**config.mk**
```make
export PLATFORM = sky130hd
export DESIGN_NAME = ps2_piano_key_decoder
export DESIGN_NICKNAME = d
export VERILOG_FILES = /design/src/rtl/ps2_piano_key_decoder.sv
export SDC_FILE = /design/constraint.sdc
export NUM_CORES = 1
export LEC_CHECK = 0
export CAP_MARGIN = 20
export CORE_ASPECT_RATIO = 1.5
export CORE_MARGIN = 2
export CORE_UTILIZATION = 50
export CTS_BUF_LIST = sky130_fd_sc_hd__clkbuf_8
export DETAILED_ROUTE_END_ITERATION = 16
export GPL_ROUTABILITY_DRIVEN = 1
export HOLD_SLACK_MARGIN = 0.03
export PLACE_DENSITY = 0.73
export SYNTH_ARGS = -nofsm -noshare
export SYNTH_HDL_FRONTEND = slang
export SYNTH_SLANG_ARGS = --single-unit
```
**constraint.sdc**
```tcl
create_clock -name CLOCK_50 -period 6.5 [get_ports CLOCK_50]
set_clock_uncertainty 0.2 [all_clocks]
set_input_delay 1.3 -clock CLOCK_50 [delete_from_list [all_inputs] [get_ports CLOCK_50]]
set_output_delay 1.3 -clock CLOCK_50 [all_outputs]
set_load 0.02 [all_outputs]
```
**src/rtl/ps2_piano_key_decoder.sv**
```systemverilog
// PS/2 scan-code set 2 decoder for a 13-key one-octave piano (C4..C5).
// Tracks held keys, emits note-on/off strobes with typematic repeats dropped, and reports the highest held note.
module ps2_piano_key_decoder #(
   parameter int NUM_KEYS       = 13,
   parameter int TIMEOUT_CYCLES = 2500000
) (
   input  logic                CLOCK_50,
   input  logic                reset_n,
   input  logic [7:0]          received_data,
   input  logic                received_data_en,
   output logic [NUM_KEYS-1:0] key_down,
   output logic                note_valid,
   output logic                note_on,
   output logic [3:0]          note_index,
   output logic                active_valid,
   output logic [3:0]          active_note
);

   localparam int CNT_W = (TIMEOUT_CYCLES > 2) ? $clog2(TIMEOUT_CYCLES) : 1;

   typedef enum logic [1:0] {
      S_IDLE,
      S_BRK,
      S_EXT,
      S_EXT_BRK
   } state_t;

   state_t                r_state, w_state_next;
   logic [CNT_W-1:0]      r_cnt, w_cnt_next;
   logic [NUM_KEYS-1:0]   r_key_down;
   logic                  r_note_valid;
   logic                  r_note_on;
   logic [3:0]            r_note_index;

   logic                  w_hit;
   logic [3:0]            w_idx;
   logic                  w_ev_valid;
   logic                  w_ev_on;
   logic [3:0]            w_active_note;

   always_comb begin
      w_hit = 1'b1;
      w_idx = 4'd0;
      unique case (received_data)
         8'h1C: w_idx = 4'd0;
         8'h1D: w_idx = 4'd1;
         8'h1B: w_idx = 4'd2;
         8'h24: w_idx = 4'd3;
         8'h23: w_idx = 4'd4;
         8'h2B: w_idx = 4'd5;
         8'h2C: w_idx = 4'd6;
         8'h34: w_idx = 4'd7;
         8'h35: w_idx = 4'd8;
         8'h33: w_idx = 4'd9;
         8'h3C: w_idx = 4'd10;
         8'h3B: w_idx = 4'd11;
         8'h42: w_idx = 4'd12;
         default: w_hit = 1'b0;
      endcase
   end

   // NOTE: every combinational output gets a default first so no path leaves it unassigned (no latch).
   always_comb begin
      w_state_next = r_state;
      w_cnt_next   = r_cnt;
      w_ev_valid   = 1'b0;
      w_ev_on      = 1'b0;
      if (received_data_en) begin
         w_cnt_next = '0;
         unique case (r_state)
            S_IDLE: begin
               if (received_data == 8'hF0)
                  w_state_next = S_BRK;
               else if (received_data == 8'hE0)
                  w_state_next = S_EXT;
               else if (w_hit && !r_key_down[w_idx]) begin
                  w_ev_valid = 1'b1;
                  w_ev_on    = 1'b1;
               end
            end
            S_BRK: begin
               w_state_next = S_IDLE;
               if (w_hit && r_key_down[w_idx])
                  w_ev_valid = 1'b1;
            end
            S_EXT:     w_state_next = (received_data == 8'hF0) ? S_EXT_BRK : S_IDLE;
            S_EXT_BRK: w_state_next = S_IDLE;
            default:   w_state_next = S_IDLE;
         endcase
      end else if (r_state == S_IDLE) begin
         w_cnt_next = '0;
      end else if (r_cnt == CNT_W'(TIMEOUT_CYCLES - 1)) begin
         // A stalled prefix would otherwise turn the next press into a release.
         w_state_next = S_IDLE;
         w_cnt_next   = '0;
      end else begin
         w_cnt_next = r_cnt + 1'b1;
      end
   end

   // NOTE: sequential state uses non-blocking assignments so every register samples pre-edge values.
   always_ff @(posedge CLOCK_50 or negedge reset_n) begin
      if (!reset_n) begin
         r_state      <= S_IDLE;
         r_cnt        <= '0;
         r_key_down   <= '0;
         r_note_valid <= 1'b0;
         r_note_on    <= 1'b0;
         r_note_index <= 4'd0;
      end else begin
         r_state      <= w_state_next;
         r_cnt        <= w_cnt_next;
         r_note_valid <= w_ev_valid;
         if (w_ev_valid) begin
            r_key_down[w_idx] <= w_ev_on;
            r_note_on         <= w_ev_on;
            r_note_index      <= w_idx;
         end
      end
   end

   always_comb begin
      w_active_note = 4'd0;
      for (int i = 0; i < NUM_KEYS; i++)
         if (r_key_down[i]) w_active_note = 4'(i);
   end

   assign key_down     = r_key_down;
   assign note_valid   = r_note_valid;
   assign note_on      = r_note_on;
   assign note_index   = r_note_index;
   assign active_valid = |r_key_down;
   assign active_note  = w_active_note;

endmodule

```
==> impl_metrics.yaml <==
critical_path:
  critical_path_class: "input port to register"
  critPathRequiredTime_ns: 6.49
  startpoint: "received_data[0]"
  crit_top_cell: "mux2i_1"
  path_max_fanout: 19
  critPathArrivalTime_ns: 4.65
  critPathMaxStageDelay_ns: 0.67
  regToRegStartpoint: "r_state[1]"
  startpoint_type: "input port"
  critPathCaptureType: "register"
  crit_path_top_delay_cell: "or3_1"
  path_cells: "clkdlybuf4s50_1 > nor3b_4 > a32o_1 > mux2i_1 > o22ai_1 > a21o_1 > or3_1 > mux2i_1 > a31o_1"
pwr:
  p_sw_share_pct: 34.2
  p_seq_share_pct: 40.7
  p_leak_uw: 0.00128
  p_int_uw: 600
  p_per_area_nw_per_um2: 275
  switching_power_uw: 313
  p_clk_share_pct: 26.9
  fin_total_pwr_uw: 913
  comb_power_share_pct: 32.4
  irDropWorstVdd_uv: 137
floorplan:
  row_count: 33
  fp.dieH_um: 96.3
  die_x_um: 65.5
  dieArea_um2: 6310
  start_util_pct: 51.7
  core-area_um2: 5490
  ios: 35
cts:
  worstSkewPairLatency_ns: 0.30
  post_cts_buffers: 0
  cts_resized: 0
  numCtsBuffers: 5
  cts_tree: "yes"
  clock_sinks: 43
  htree_levels: 2
  cts-root-buf: "clkbuf_8"
  cts-hold-fix-buffers: 0
  clockBufferDepth: 2
  path_clk_slew_ns: 0.08
yosys:
  async_flop_share_pct: 100
  synth.avg_cell_area_um2: 8.74
  syn_nets: 337
  synth_cell_types: 68
  synth-seq-cells: 43
  synth_edf_count: 0
  synthCells: 325
  ys.flop_type: "dfrtp_1"
  synth.largest_area_cell: "dfrtp_1"
  synth_warnings: 0
  synth_top_area_share_pct: 37.9
  synth_area_leaders: "dfrtp_1 (38%), nor2_1 (5.0%), xor2_1 (4.3%), nand2_1 (3.3%), o21ai_0 (3.0%)"
  yosysSeqAreaShare_pct: 37.9
  synth.most_common_cell: "dfrtp_1"
  synth_common_cells: "dfrtp_1 (43), nor2_1 (38), nand2_1 (25)"
  synth_area_um2: 2840
run:
  max_cap_viol_count: 0
global_route:
  grt_overflow: 0
  antenna_found_initial: 0
  grt_pass1_vias: 2467
  grt_pass1_wl_um: 12200
  grt_max_degree: 44
  grt_usage_pct: 25.5
timing:
  worst_slack_ns: 1.84
  whs_ns: 0.289
  post-route-min-period_ns: 4.66
  timing_hold_violations_final: 0
  setup_viol: 0
  max_freq_ghz: 0.215
  finalCritPeriodShare_pct: 71.6
  max_slew_margin_pct: 36.3
  tns_ns: 0
  tightest_slew_ns: 0.955
  slew_viol_final: 0
  rsz0062_at_grt: "false"
cells_and_area:
  final_nets: 366
  final_area_um2: 3320
  n_antenna_cell: 0
  layout-drive-gt1-share_pct: 8.73
  area_delta_synth_final_pct: 17.1
detailed_routing:
  wirelength_um: 7620
  ant_nets: 0
  via_per_inst: 6.27
  dr.pass1.iters: 5
  dr_total_vias: 2664
  routedWlPerCell_um: 17.9
  drtIter0Drc: 183
  drc_errors: 0
place:
  port_buffers: 34
  post-place-ws_ns: 1.60
  place.gp.congestion: 0.965
  dp_hpwl_um: 5610
  place_area_um2: 3190
worst_hold_path:
  min_from: "note_on"
  hold_class: "register to register"
outcome:
  status: "finished clean"
-- layer usage --
metal	global-route usage [%]	part of all wire, %
met4	14.2	4.5
met2	44.0	50
met1	29.9	40
met5	0	0
met3	4.09	5.7
-- state kept, by name (all words and copies together), names as in the netlist --
| signal | count |
|---|---|
| note_on | 1 |
| note_index | 4 |
| key_down | 13 |
| r_state | 2 |
| note_valid | 1 |
| r_cnt | 22 |
-- logic make-up (layout without fill, tap and decap cells) --
logic type	after synthesis	count (layout)	share of synthesized area [%]
simple gates	152	152	30.0
buf+inv	20	50	3.79
xor+xnor	19	19	5.86
flops	43	43	37.9
compound gates	85	85	20.3
mux	5	5	1.76
fa+ha+maj	1	1	0.441
-- power by group through the flow --
stage | combinational, uW | sequential, uW | clock (uW)
2_1_floorplan | 123 | 398 | 0
3_3_place_gp | 293 | 375 | 0
3_5_place_dp | 294 | 374 | 0
4_1_cts | 296 | 370 | 250
5_1_grt | 321 | 377 | 263
6_report | 296 | 371 | 246
-- stage by stage --
stage                     instances  util, %
final                           425     60.5
after detailed placement        417     58.1
after global placement          417     58.1
after global routing            425     60.5
after CTS                       425     60.5
after floorplan                 325        -
-- worst paths after layout --
| kind | slack [ns] | depth (start not counted) | endpoint |
|---|---|---|---|
| max reg2reg | 3.84 | 6 | note_index[1] |
| max | 1.84 | 9 | note_index[1] |
| min in group asynchronous | 0.94 | 1 | r_cnt[19] |
| min | 0.29 | 1 | note_on |
| min reg2reg | 0.29 | 1 | note_on |
| max in group asynchronous | 4.56 | 1 | key_down[6] |
-- final cells by class --
class                      count  area, um^2
timing repair buffer          36         350
tap                           70        87.6
clock buffer                   5        68.8
inverter                       6        22.5
clock inverter                 3        63.8
sequential                    43        1080
multi-input combinational    262        1660
fill                         498        2170
-- layout by cell type (no fill, tap or decap), types with 6 or more instances in the layout --
cell type | Yosys | final
dfrtp_1 | 43 | 43
nor2_1 | 38 | 38
clkdlybuf4s50_1 | 0 | 33
nand2_1 | 25 | 25
o21ai_0 | 17 | 16
nand3_1 | 15 | 15
nor3_1 | 15 | 15
xor2_1 | 14 | 14
a21oi_1 | 11 | 11
o21ai_1 | 8 | 9
inv_1 | 6 | 7
a31oi_1 | 7 | 7
nand2b_1 | 6 | 6
o31ai_1 | 6 | 6
-- critical path: cells and delay by family --
| kind | cells | cell delay, ns |
|---|---|---|
| AO/OA/AOI/OAI | 4 | 1.10 |
| AND/OR/NAND/NOR | 2 | 1.13 |
| buffers and inverters | 1 | 0.63 |
| multiplexers | 2 | 0.47 |
No activity file was read; power rests on OpenSTA's default activity.
